**config.mk**
```make
export PLATFORM = sky130hd
export DESIGN_NAME = bin_text_buffer
export DESIGN_NICKNAME = d
export VERILOG_FILES = /design/src/rtl/bin_text_buffer.sv
export SDC_FILE = /design/constraint.sdc
export NUM_CORES = 2
export LEC_CHECK = 0
export ABC_CLOCK_PERIOD_IN_PS = 63200
export BUFFER_PORTS_ARGS = -buffer_cell sky130_fd_sc_hd__buf_2
export CAP_MARGIN = 20
export CORE_ASPECT_RATIO = 0.8
export CORE_MARGIN = 4
export CORE_UTILIZATION = 54
export DETAILED_ROUTE_END_ITERATION = 8
export PLACE_DENSITY = 0.81
export SETUP_SLACK_MARGIN = 0.3
export SYNTH_ARGS = -nofsm -noshare
export SYNTH_HDL_FRONTEND = slang
export SYNTH_SLANG_ARGS = --single-unit
```
**constraint.sdc**
```tcl
create_clock -name clk -period 63.2 [get_ports clk]
set_input_delay 0 -clock clk [delete_from_list [all_inputs] [get_ports clk]]
set_output_delay 0 -clock clk [all_outputs]
set_load 0.01 [all_outputs]
```
**src/rtl/bin_text_buffer.sv**
```systemverilog
// Converts sixteen 16-bit binary words to 5-digit decimal ASCII with a double-dabble engine
// and holds the 80 characters in a registered-read character buffer.
`timescale 1ns/1ps
module bin_text_buffer #(
  parameter int unsigned LEAD_BLANK = 1
) (
  input  logic         clk,
  input  logic         reset,
  input  logic [255:0] data_raw,
  input  logic         start,
  input  logic [6:0]   rd_addr,
  output logic [6:0]   rd_data,
  output logic         busy,
  output logic         done
);

  localparam int unsigned NUM_ENTRIES = 80;
  localparam int unsigned WORD_W      = 16;
  localparam int unsigned BCD_W       = 20;
  localparam logic [6:0]  CH_SPACE    = 7'h20;
  localparam logic [6:0]  CH_ZERO     = 7'h30;
  localparam logic [6:0]  LAST_ENTRY  = 7'(NUM_ENTRIES);

  typedef enum logic [2:0] {
    S_IDLE,
    S_LOAD,
    S_SHIFT,
    S_WRITE,
    S_DONE
  } state_t;

  state_t             r_state;
  logic [255:0]       r_shadow;
  logic [BCD_W-1:0]   r_bcd;
  logic [WORD_W-1:0]  r_bin;
  logic [3:0]         r_cnt;
  logic [3:0]         r_word;
  logic [2:0]         r_dig;
  logic               r_nz;
  logic [6:0]         r_buf [NUM_ENTRIES];

  logic [BCD_W-1:0]   w_adj;
  logic [3:0]         w_digit;
  logic               w_blank;
  logic [6:0]         w_char;
  logic [6:0]         w_waddr;
  logic               w_we;
  logic [WORD_W-1:0]  w_word;

  // Double-dabble correction: every BCD nibble >= 5 gets +3 before the shift.
  always_comb begin
    w_adj = r_bcd;
    for (int i = 0; i < 5; i++) begin
      if (r_bcd[i*4 +: 4] >= 4'd5) begin
        w_adj[i*4 +: 4] = r_bcd[i*4 +: 4] + 4'd3;
      end
    end
  end

  always_comb begin
    w_digit = r_bcd[3:0];
    case (r_dig)
      3'd0:    w_digit = r_bcd[19:16];
      3'd1:    w_digit = r_bcd[15:12];
      3'd2:    w_digit = r_bcd[11:8];
      3'd3:    w_digit = r_bcd[7:4];
      default: w_digit = r_bcd[3:0];
    endcase
  end

  // Units digit is never blanked so a zero word still shows "0".
  assign w_blank = (LEAD_BLANK != 0) && !r_nz && (w_digit == 4'd0) && (r_dig != 3'd4);
  assign w_char  = w_blank ? CH_SPACE : (CH_ZERO + 7'(w_digit));
  assign w_waddr = (7'(r_word) * 7'd5) + 7'(r_dig);
  assign w_we    = (r_state == S_WRITE);
  assign w_word  = r_shadow[{r_word, 4'b0000} +: WORD_W];

  always_ff @(posedge clk or posedge reset) begin
    if (reset) begin
      r_state  <= S_IDLE;
      r_shadow <= '0;
      r_bcd    <= '0;
      r_bin    <= '0;
      r_cnt    <= '0;
      r_word   <= '0;
      r_dig    <= '0;
      r_nz     <= 1'b0;
      busy     <= 1'b0;
      done     <= 1'b0;
    end else begin
      case (r_state)
        S_IDLE: begin
          done <= 1'b0;
          if (start) begin
            r_shadow <= data_raw;
            r_word   <= '0;
            busy     <= 1'b1;
            r_state  <= S_LOAD;
          end
        end
        S_LOAD: begin
          r_bcd   <= '0;
          r_bin   <= w_word;
          r_cnt   <= '0;
          r_dig   <= '0;
          r_nz    <= 1'b0;
          r_state <= S_SHIFT;
        end
        S_SHIFT: begin
          {r_bcd, r_bin} <= {w_adj[BCD_W-2:0], r_bin, 1'b0};
          r_cnt          <= r_cnt + 4'd1;
          if (r_cnt == 4'd15) begin
            r_state <= S_WRITE;
          end
        end
        S_WRITE: begin
          r_dig <= r_dig + 3'd1;
          if (w_digit != 4'd0) begin
            r_nz <= 1'b1;
          end
          if (r_dig == 3'd4) begin
            if (r_word == 4'd15) begin
              busy    <= 1'b0;
              done    <= 1'b1;
              r_state <= S_DONE;
            end else begin
              r_word  <= r_word + 4'd1;
              r_state <= S_LOAD;
            end
          end
        end
        S_DONE: begin
          done    <= 1'b0;
          r_state <= S_IDLE;
        end
        default: begin
          busy    <= 1'b0;
          done    <= 1'b0;
          r_state <= S_IDLE;
        end
      endcase
    end
  end

  // Character store with registered read; a same-cycle write is not visible to the read.
  always_ff @(posedge clk or posedge reset) begin
    if (reset) begin
      for (int i = 0; i < NUM_ENTRIES; i++) begin
        r_buf[i] <= CH_SPACE;
      end
      rd_data <= CH_SPACE;
    end else begin
      if (w_we) begin
        r_buf[w_waddr] <= w_char;
      end
      rd_data <= (rd_addr < LAST_ENTRY) ? r_buf[rd_addr] : CH_SPACE;
    end
  end

endmodule

```
==> qor.csv <==
stage;metric;value;unit
min_path;whs_path_depth;4;
sta;post-route-period-util;8.12;%
power_and_ir_drop;p_comb_share;7.4;%
critical_path;setup.worst_path.end_class;flop;
yosys;synth-seq-cells;715;
sta;worstMarginPinSlew;1.11;ns
clock_tree;clk_path_buf_depth;3;
clock_tree;clkTransAtPathRegs;0.06;ns
global_route;grt.total_usage;29.8;%
critical_path;r2r_cells;9;
power_and_ir_drop;seqPwrFrac;47.9;%
yosys;ys_warn_count;0;
min_path;hold_path_end;rd_data[0]$_DFF_PP0_;
detailed_routing;met1_length;37200;um
yosys;synth_top_family_by_area;multiplexers;
floorplanning;start_util;54.4;%
yosys;mappedNetlistNets;2613;
clock_tree;cts_tree;yes;
sta;min_period;5.13;ns
critical_path;critPathRequiredTime;63.70;ns
detailed_routing;remaining_drc_errors;0;
detailed_routing;drt_iter0_markers;2272;
clock_tree;numCtsBuffers;72;
clock_tree;postCtsSetupBuffers;0;
placement;numPortBuffers;273;
power_and_ir_drop;vdd_drop_max;0.0000269;V
finish;seq_area;17900;um2
yosys;synth_flop_cell;dfrtp_1;
placement;hpwlAfterDp;56300;um
finish;instances_no_fill;3712;
critical_path;cp.buffers_inverters;0;
yosys;yosysSeqAreaShare;53.9;%
power_and_ir_drop;swShare;23.7;%
yosys;synth-simple-area-share;4.91;%
global_route;grt_max_degree;177;
yosys;synth_area_leader_cell;dfrtp_1;
critical_path;r2r_start;r_word[2]$_DFFE_PP0P_;
placement;pre_cts_slack;58.03;ns
floorplanning;ioPinCount;275;
yosys;avgSynthCellArea;14.3;um2
detailed_routing;dr.pass1.iters;5;
clock_tree;clock_latency;0.64;ns
yosys;ys_async_sr_fraction;100;%
placement;placed_cells;3292;
sta;maxSlewViolCount;0;
critical_path;critPathTopFamily;adder cells;
clock_tree;ctsResizeCount;0;
detailed_routing;via_count;23400;
yosys;synthTopCellsByCount;714 x dfrtp_1, 605 x mux2_2, 171 x mux4_2;
yosys;synth_area_leaders;dfrtp_1 54%, mux2_2 21%, mux4_2 12%, nand2_1 1.7%, o21ai_0 1.4%;
run;cap_violations;0;
yosys;synth_mux_area_share;33.5;%
clock_tree;htree_levels;3;
sta;setup_violations;0;
run_status;status;complete, no violations;
finish;multi_input_area;14700;um2
critical_path;path_cells;ha_1 -> ha_1 -> fa_1 -> xnor2_2 -> nand2b_1 -> mux2i_1 -> nand2_1 -> nor2_1 -> mux2_2;
detailed_routing;wl_met2;48000;um
global_route;antenna_found_initial;22;
sta;slew_headroom;25.7;%
sta;fin_ws;58.07;ns
critical_path;cp_slowest_cell;dfrtp_1;
min_path;min_from;rd_addr[4];
clock_tree;clockRootBuffer;clkbuf_16;
critical_path;crit_fanout;23;
critical_path;start_kind;flop;
finish;area.growth.synth_to_final;22.0;%
floorplanning;fp.dieW;285;um
power_and_ir_drop;p_int;0.000777;W
yosys;ys_types;59;
detailed_routing;final_antenna_net_count;0;
critical_path;crit_cells;9;
yosys;synth_compound_area_share;4.22;%
placement;gp_congestion;0.866;
sta;fin_setup_tns;0;ns
power_and_ir_drop;p_clk_share;44.7;%
floorplanning;die-area;65500;um2
sta;rsz0062_at_grt;no;
critical_path;timing.rr.end;r_buf[284]$_DFFE_PP0P_;
detailed_routing;route.top_layer_used;met5;
critical_path;critPathArrivalTime;5.63;ns
yosys;yosysMostFrequentCell;dfrtp_1;
power_and_ir_drop;power.switching;0.000241;W
power_and_ir_drop;power.density;25.1;nW/um2
yosys;synth_edf_count;0;
finish;layout.nets;3099;
yosys;synth_xor_area_share;0.286;%
global_route;grt_pass1_wl;151000;um
critical_path;crit_top_cell;ha_1;
sta;clock.fmax;195;MHz
finish;drive_gt1_share;43.1;%
critical_path;critPathKind;reg2reg;
clock_tree;cts_sinks;715;
floorplanning;core_area;61000;um2
detailed_routing;wl_met3;7540;um
yosys;synthCells;2317;
yosys;synth_top_area_share;53.8;%
floorplanning;dieHeight;230;um
power_and_ir_drop;leakage;18.8;nW
finish;n_fill_cell;3966;
floorplanning;rows;81;
min_path;min_path_type;in2reg;
critical_path;slowest_delay;1.07;ns
detailed_routing;viasPerCell;6.30;
yosys;synth-adder-area-share;1.15;%
detailed_routing;routed_wl;98100;um
sta;fin_skew;0.0234;ns
critical_path;r2r_setup_slack;58.07;ns
global_route;gr-total-overflow;0;
yosys;syn_area;33200;um2
global_route;first_global_vias;25000;
detailed_routing;routedWlPerCell;26.4;um
sta;final_hold_viol_count;0;
==> worst register-to-register path: stages (launching register included) <==
cell	delay [ns]
dfrtp_1	1.07
ha_1	0.41
ha_1	0.33
fa_1	0.57
xnor2_2	0.61
nand2b_1	0.12
mux2i_1	0.55
nand2_1	0.37
nor2_1	0.58
mux2_2	0.40
==> power groups by stage <==
stage          Sequential [W]  Clock (W)  Combinational (W)
2_1_floorplan        0.000490          0          0.0000389
5_1_grt              0.000488   0.000477          0.0000810
4_1_cts              0.000485   0.000454          0.0000719
3_3_place_gp         0.000492          0          0.0000557
6_report             0.000488   0.000456          0.0000752
3_5_place_dp         0.000493          0          0.0000581
==> layout make-up <==
class                      count  area share [%]
timing repair buffer         568            10.6
clock buffer                 102            5.33
tap                          830            2.56
inverter                      17           0.176
clock inverter                26           0.812
multi-input combinational   1429            36.2
sequential                   715            44.2
antenna                       25           0.154
==> sequential cells by signal (all words and copies together) (netlist names) <==
signal,count
r_buf,400
r_bcd,20
r_dig,3
rd_data,6
r_word,4
r_state,3
r_bin,16
busy,1
r_cnt,4
done,1
r_nz,1
r_shadow,256
==> how the worst max path moves through the flow <==
| stage | start | end | slack (ns) |
|---|---|---|---|
| 3_3_place_gp | r_word[2]$_DFFE_PP0P_ | r_buf[242]$_DFFE_PP0P_ | 58.19 |
| 6_report | r_word[2]$_DFFE_PP0P_ | r_buf[284]$_DFFE_PP0P_ | 58.07 |
| 3_5_place_dp | r_word[2]$_DFFE_PP0P_ | r_buf[241]$_DFFE_PP0P_ | 58.03 |
| 4_1_cts | r_word[2]$_DFFE_PP0P_ | r_buf[241]$_DFFE_PP0P_ | 58.00 |
| 2_1_floorplan | reset | busy$_DFFE_PP0P_ | 43.15 |
| 5_1_grt | r_word[2]$_DFFE_PP0P_ | r_buf[312]$_DFFE_PP0P_ | 57.94 |
==> timing repair <==
item	CTS	global route
hold buffers	262	0
endpoints found under the hold margin	398	0
endpoints found under the setup margin	0	0
==> metrics by stage <==
stage                     cell area (um2)  power (W)  hold slack, ns  utilization (%)
after CTS                           40400    0.00101         0.00190             66.2
after global routing                40500    0.00105          0.0529             66.4
final                               40500    0.00102          0.0564             66.4
after global placement              35300   0.000548           0.232             57.8
after detailed placement            35300   0.000552           0.235             57.8
after floorplan                     33200   0.000529           0.152                -
==> layout by cell type, fill, tap and decap left out, drive strengths merged, types with 5 or more instances in the layout <==
cell / count
nor4: 14
diode: 25
a32o: 5
ha: 29
o21ai: 107
a22oi: 37
nor2b: 11
nand2: 153
a31oi: 5
o22ai: 14
nand4: 7
mux2i: 45
xnor2: 6
bufinv: 5
nor2: 76
mux4: 171
a21oi: 27
buf: 306
dfrtp: 714
or3b: 5
o31ai: 6
nor3: 12
clkbuf: 102
inv: 22
and3: 5
dlygate4sd3: 262
clkinv: 14
a211oi: 5
mux2: 605
nand2b: 14
nand3: 19
==> cell families (layout without fill, tap and decap cells) <==
family / count (synthesis) / count (layout)
compound gates: 229 / 229
xor+xnor: 10 / 10
fa+ha+maj: 30 / 30
buf+inv: 173 / 713
flops: 715 / 715
mux: 821 / 821
other cells: 2 / 27
simple gates: 337 / 337
==> metal layers <==
metal | GRT usage [%] | vias up
met5 | 0 | -
met4 | 14.3 | 4
met3 | 6.69 | 395
met2 | 48.3 | 1255
met1 | 38.5 | 12200
li1 | - | 9571
Power figures use the tool's default switching activity.
